--- src/rtl/multicycle_control.sv ---
// multicycle_control: main control FSM for a multi-cycle RV32 subset core
// (R-type, I-type ALU, LW, SW, BEQ). Sequences a shared ALU, a unified
// memory and the register file over FETCH/DECODE/EXEC/MEM/WB cycles.
// Memory accesses use a ready handshake, and retired instructions are counted.
// Optional feature: define ILLEGAL_TRAP_EN to make unknown opcodes lock the
// FSM in a TRAP state with a sticky illegal_o flag. When it is undefined,
// unknown opcodes retire as NOPs.
module multicycle_control #(
    parameter int CNT_W = 32
) (
    input  logic             clk_i,
    input  logic             rst_i,
    input  logic [6:0]       opcode_i,
    input  logic             mem_ready_i,
    input  logic             halt_i,
    output logic             pc_write_o,
    output logic             ir_write_o,
    output logic             adr_src_o,
    output logic             mem_read_o,
    output logic             mem_write_o,
    output logic             reg_write_o,
    output logic [1:0]       alu_src_a_o,
    output logic [1:0]       alu_src_b_o,
    output logic [1:0]       alu_op_o,
    output logic [1:0]       result_src_o,
    output logic             branch_o,
    output logic [3:0]       state_o,
    output logic [CNT_W-1:0] instret_o,
    output logic             illegal_o
);

    localparam logic [6:0] OP_R  = 7'b0110011;
    localparam logic [6:0] OP_I  = 7'b0010011;
    localparam logic [6:0] OP_LW = 7'b0000011;
    localparam logic [6:0] OP_SW = 7'b0100011;
    localparam logic [6:0] OP_BR = 7'b1100011;

    typedef enum logic [3:0] {
        S_FETCH     = 4'd0,
        S_DECODE    = 4'd1,
        S_MEM_ADDR  = 4'd2,
        S_MEM_READ  = 4'd3,
        S_MEM_WB    = 4'd4,
        S_MEM_WRITE = 4'd5,
        S_EXEC_R    = 4'd6,
        S_EXEC_I    = 4'd7,
        S_ALU_WB    = 4'd8,
        S_BRANCH    = 4'd9,
        S_TRAP      = 4'd10
    } state_t;

    state_t           state_q;
    state_t           state_d;
    logic             retire;
    logic [CNT_W-1:0] instret_q;

    // State register and retired-instruction counter; reset abandons any
    // in-flight instruction without counting it.
    always_ff @(posedge clk_i) begin
        if (rst_i) begin
            state_q   <= S_FETCH;
            instret_q <= '0;
        end else begin
            state_q <= state_d;
            if (retire) begin
                instret_q <= instret_q + CNT_W'(1);
            end
        end
    end

    assign instret_o = instret_q;

`ifdef ILLEGAL_TRAP_EN
    logic illegal_q;

    // Sticky illegal-opcode flag, raised on the edge that enters TRAP.
    always_ff @(posedge clk_i) begin
        if (rst_i) begin
            illegal_q <= 1'b0;
        end else if (state_d == S_TRAP) begin
            illegal_q <= 1'b1;
        end
    end

    assign illegal_o = illegal_q;
`else
    assign illegal_o = 1'b0;
`endif

    // Next-state logic and state-decoded datapath controls; reset forces all controls low.
    always_comb begin
        state_d      = state_q;
        retire       = 1'b0;
        pc_write_o   = 1'b0;
        ir_write_o   = 1'b0;
        adr_src_o    = 1'b0;
        mem_read_o   = 1'b0;
        mem_write_o  = 1'b0;
        reg_write_o  = 1'b0;
        alu_src_a_o  = 2'b00;
        alu_src_b_o  = 2'b00;
        alu_op_o     = 2'b00;
        result_src_o = 2'b00;
        branch_o     = 1'b0;
        state_o      = state_q;

        case (state_q)
            S_FETCH: begin
                alu_src_b_o  = 2'b10;
                result_src_o = 2'b10;
                if (!halt_i) begin
                    mem_read_o = 1'b1;
                    if (mem_ready_i) begin
                        pc_write_o = 1'b1;
                        ir_write_o = 1'b1;
                        state_d    = S_DECODE;
                    end
                end
            end
            S_DECODE: begin
                alu_src_a_o = 2'b01;
                alu_src_b_o = 2'b01;
                case (opcode_i)
                    OP_R:         state_d = S_EXEC_R;
                    OP_I:         state_d = S_EXEC_I;
                    OP_LW, OP_SW: state_d = S_MEM_ADDR;
                    OP_BR:        state_d = S_BRANCH;
                    default: begin
`ifdef ILLEGAL_TRAP_EN
                        state_d = S_TRAP;
`else
                        state_d = S_FETCH;
                        retire  = 1'b1;
`endif
                    end
                endcase
            end
            S_MEM_ADDR: begin
                alu_src_a_o = 2'b10;
                alu_src_b_o = 2'b01;
                state_d     = (opcode_i == OP_LW) ? S_MEM_READ : S_MEM_WRITE;
            end
            S_MEM_READ: begin
                mem_read_o = 1'b1;
                adr_src_o  = 1'b1;
                if (mem_ready_i) begin
                    state_d = S_MEM_WB;
                end
            end
            S_MEM_WB: begin
                reg_write_o  = 1'b1;
                result_src_o = 2'b01;
                state_d      = S_FETCH;
                retire       = 1'b1;
            end
            S_MEM_WRITE: begin
                mem_write_o = 1'b1;
                adr_src_o   = 1'b1;
                if (mem_ready_i) begin
                    state_d = S_FETCH;
                    retire  = 1'b1;
                end
            end
            S_EXEC_R: begin
                alu_src_a_o = 2'b10;
                alu_op_o    = 2'b10;
                state_d     = S_ALU_WB;
            end
            S_EXEC_I: begin
                alu_src_a_o = 2'b10;
                alu_src_b_o = 2'b01;
                alu_op_o    = 2'b11;
                state_d     = S_ALU_WB;
            end
            S_ALU_WB: begin
                reg_write_o = 1'b1;
                state_d     = S_FETCH;
                retire      = 1'b1;
            end
            S_BRANCH: begin
                alu_src_a_o = 2'b10;
                alu_op_o    = 2'b01;
                branch_o    = 1'b1;
                state_d     = S_FETCH;
                retire      = 1'b1;
            end
`ifdef ILLEGAL_TRAP_EN
            S_TRAP: begin
                state_d = S_TRAP;
            end
`endif
            default: begin
                state_d = S_FETCH;
            end
        endcase

        if (rst_i) begin
            pc_write_o   = 1'b0;
            ir_write_o   = 1'b0;
            adr_src_o    = 1'b0;
            mem_read_o   = 1'b0;
            mem_write_o  = 1'b0;
            reg_write_o  = 1'b0;
            alu_src_a_o  = 2'b00;
            alu_src_b_o  = 2'b00;
            alu_op_o     = 2'b00;
            result_src_o = 2'b00;
            branch_o     = 1'b0;
            state_o      = 4'd0;
            retire       = 1'b0;
        end
    end

endmodule
--- config.mk ---
export PLATFORM = sky130hd
export DESIGN_NAME = multicycle_control
export DESIGN_NICKNAME = d
export VERILOG_FILES = /design/src/rtl/multicycle_control.sv
export SDC_FILE = /design/constraint.sdc
export NUM_CORES = 1
export LEC_CHECK = 0
export ABC_AREA = 1
export CORE_ASPECT_RATIO = 1.25
export CORE_MARGIN = 3
export CORE_UTILIZATION = 51
export CTS_BUF_LIST = sky130_fd_sc_hd__clkbuf_8
export CTS_CLUSTER_SIZE = 10
export DETAILED_ROUTE_END_ITERATION = 6
export HOLD_SLACK_MARGIN = 0.05
export PLACE_DENSITY_LB_ADDON = 0.15
export SLEW_MARGIN = 20
export SYNTH_ARGS = -nofsm -noshare
export SYNTH_HDL_FRONTEND = slang
export SYNTH_SLANG_ARGS = --single-unit
export TNS_END_PERCENT = 20
--- constraint.sdc ---
create_clock -name clk_i -period 2.19 [get_ports clk_i]
set_clock_uncertainty 0.2 [all_clocks]
set_input_delay 0.438 -clock clk_i [delete_from_list [all_inputs] [get_ports clk_i]]
set_output_delay 0.438 -clock clk_i [all_outputs]
set_load 0.01 [all_outputs]
==> impl_metrics.py <==
metrics = {
    "run_status": {
        "status": "finished with violations",
        "violations": "negative setup slack",
    },
    "floorplan": {
        "ios": 63,
        "fp.dieArea_mm2": 0.005831,
        "fp.coreArea_mm2": 0.004765,
        "die_h_um": 84.63,
        "fp.dieW_um": 68.90,
        "rows": 28,
        "start_util_pct": 52.94,
    },
    "setup_path": {
        "r2r_cells": 11,
        "reg2reg_from": "state_q[3]$_SDFFE_PP0P_",
        "critPathKind": "input pin to primary output",
        "crit_path_start_kind": "input pin",
        "crit_path_max_incr_delay_ps": 500,
        "arrival_ps": 1560,
        "critPathCaptureType": "primary output",
        "rrSetupSlack_ps": 240,
        "required_ps": 1550,
        "worstPathCellList": "clkdlybuf4s50_1, inv_1, nor4_2, dlygate4sd2_1",
        "critPathSlowestCell": "clkdlybuf4s50_1",
        "cp_max_fo": 2,
        "rr_endpoint": "instret_o[25]$_SDFFE_PP0P_",
        "cp-startpoint": "mem_ready_i",
    },
    "synthesis": {
        "synthDistinctLibCells": 29,
        "syn_area_mm2": 0.002522,
        "seq_area_frac_synth_pct": 28.57,
        "postSynthAreaPerCell_um2": 5.643,
        "synth_fp_nets": 459,
        "synthTopCellsByArea": "dfxtp_1 (29%), nand2_1 (24%), nor2_1 (14%)",
        "synth-seq-cells": 36,
        "syn_inst": 447,
        "synth_top_area_share_pct": 28.57,
        "yosysWarnings": 0,
        "yosysTopAreaCell": "dfxtp_1",
    },
    "placement": {
        "postPlaceCellArea_mm2": 0.003333,
        "place_hpwl_mm": 5.920,
        "globalplace.congestion": 0.9397,
        "io_buffers": 61,
        "dp.cells": 580,
        "pre_cts_slack_ps": -372.5,
    },
    "sta": {
        "finalCritPeriodShare_pct": 100.4,
        "finalWorstSetupSlack_ps": -8.662,
        "setup_violations": 1,
        "max_clock_freq_ghz": 0.4548,
        "fin_crit_ps": 2199,
        "fin_hold_ws_ps": 298.7,
        "rsz0062_at_grt": "yes",
        "report.final.slew_viol_count": 0,
        "report.final.hold_viol_count": 0,
    },
    "power": {
        "powerDensity_mw_per_mm2": 466.8,
        "p_leak_nw": 1.358,
        "peakVddDrop_v": 0.0002579,
    },
    "drt": {
        "wl_per_cell_um": 13.18,
        "ant_nets": 0,
        "wl_mm": 7.737,
        "dr.pass1.iters": 5,
        "first_iter_violations": 194,
        "vias": 3112,
        "drc_errors": 0,
        "via_per_inst": 5.302,
    },
    "clock_network": {
        "post_cts_buffers": 0,
        "cts_tree": "built",
        "root_buffer": "clkbuf_8",
        "cts_max_level": 2,
        "cts_buffers": 5,
        "cts.sinks": 36,
        "cts_buffer_depth": 2,
        "clk_latency_ps": 290,
        "clkTransAtPathRegs_ps": 70,
        "cts_hold_buf": 0,
    },
    "final_layout": {
        "nets": 539,
        "final_core_util_pct": 71.72,
        "area_delta_synth_final_pct": 35.47,
        "instances_no_fill": 587,
        "layout-drive-gt1-share_pct": 10.44,
        "finalInstanceArea_mm2": 0.003417,
        "diodes": 0,
    },
    "global_route": {
        "grt_overflow": 0,
        "grt_max_degree": 23,
        "grt_pass1_wl_mm": 12.97,
        "antenna_found_initial": 0,
        "grt_pass1_vias": 2990,
        "grt.total_usage_pct": 28.28,
    },
    "worst_hold_path": {
        "hold_path_end": "instret_o[31]$_SDFFE_PP0P_",
        "min_path_type": "flop to flop",
        "hold_start": "instret_o[31]$_SDFFE_PP0P_",
        "whs_path_depth": 2,
    },
    "flow_run": {
        "cap_viol_max_count": 0,
    },
}
[worst max-delay path: cells and delay by family]
| kind | cells | cell delay, ps |
|---|---|---|
| buf+inv | 3 | 860 |
| simple gates | 1 | 260 |
[final cells by class]
class	count	area [um^2]
Inverter	36	135.1
Multi-Input combinational cell	362	1593
Sequential cell	36	723.2
Clock buffer	7	96.34
Timing Repair Buffer	86	794.5
Fill cell	472	1348
Tap cell	60	75.07
[flip-flops by register name, indices dropped and copies added (netlist names)]
signal / count
state_q: 4
instret_o: 32
[cells in the mapped netlist (all sizes together)]
master	number
o22ai	1
buf	10
a21oi	28
and2	1
nand4	4
dfxtp	36
clkinv	1
nor2	100
ha	1
nand2	166
o21ai	8
inv	35
nor3	2
nand3b	10
nor4	5
nand3	32
conb	1
xnor2	1
clkbuf	3
a31oi	2
[cell usage in the layout, fill, tap and decap left out, types with 3 or more instances in the layout]
master | netlist | layout
nand2_1 | 163 | 163
nor2_1 | 95 | 94
clkdlybuf4s50_1 | 0 | 41
dfxtp_1 | 36 | 34
inv_1 | 32 | 32
nand3_1 | 29 | 29
a21oi_1 | 27 | 27
buf_4 | 4 | 22
dlygate4sd2_1 | 0 | 11
nand3b_1 | 10 | 10
o21ai_0 | 8 | 8
clkbuf_8 | 0 | 7
nor4_1 | 5 | 4
nand4_1 | 4 | 4
nor2_4 | 2 | 3
inv_2 | 3 | 3
nand2_2 | 3 | 3
nor2_2 | 3 | 3
nand3_2 | 3 | 3
clkdlybuf4s15_1 | 0 | 3
clkbuf_2 | 0 | 3
[per-layer routing]
layer  wire length (um)  GRT usage [%]  vias to the layer above
li1                   -              -                     1568
met1               3221          34.75                     1391
met2               3858          49.65                      139
met3                531          3.748                       14
met4                125          8.333                        0
met5                  0              0                        -
[worst max path at each step]
stage	end	slack, ps	cells past startpoint
after CTS	ir_write_o	-30	4
after detailed placement	ir_write_o	-370	4
after global placement	ir_write_o	-330	4
final	pc_write_o	-9	4
after global routing	pc_write_o	-60	4
after floorplan	pc_write_o	150	3
[report_power, final]
part | switching (mW) | total (mW) | leakage (nW) | internal [mW]
clock network | 0.245 | 0.526 | 0.0503 | 0.281
registers | 0.0183 | 0.686 | 0.291 | 0.667
logic | 0.221 | 0.384 | 1.02 | 0.163
total | 0.484 | 1.59 | 1.36 | 1.11
[repair_timing]
item                                    4_1_cts  5_1_grt
endpoints found under the setup margin       19       23
resized for setup                            28       12
gates cloned                                  0        0
pin swaps                                     0        1
[kinds of logic after synthesis]
| kind of cell | Yosys count | synth area share [%] |
|---|---|---|
| simple gates | 320 | 53.57 |
| other cells | 1 | 0.1487 |
| flops | 36 | 28.57 |
| xor+xnor | 1 | 0.3473 |
| compound gates | 39 | 8.036 |
| fa+ha+maj | 1 | 0.4960 |
| buf+inv | 49 | 8.829 |
[through the flow]
step                total power, mW  setup TNS, ps
floorplan                    0.9265              0
global placement              1.079          -5905
detailed placement            1.087          -6166
CTS                           1.595         -59.64
global route                  1.658         -117.5
finish                        1.595         -8.662
Note: power is estimated with default switching activity, not from simulation.
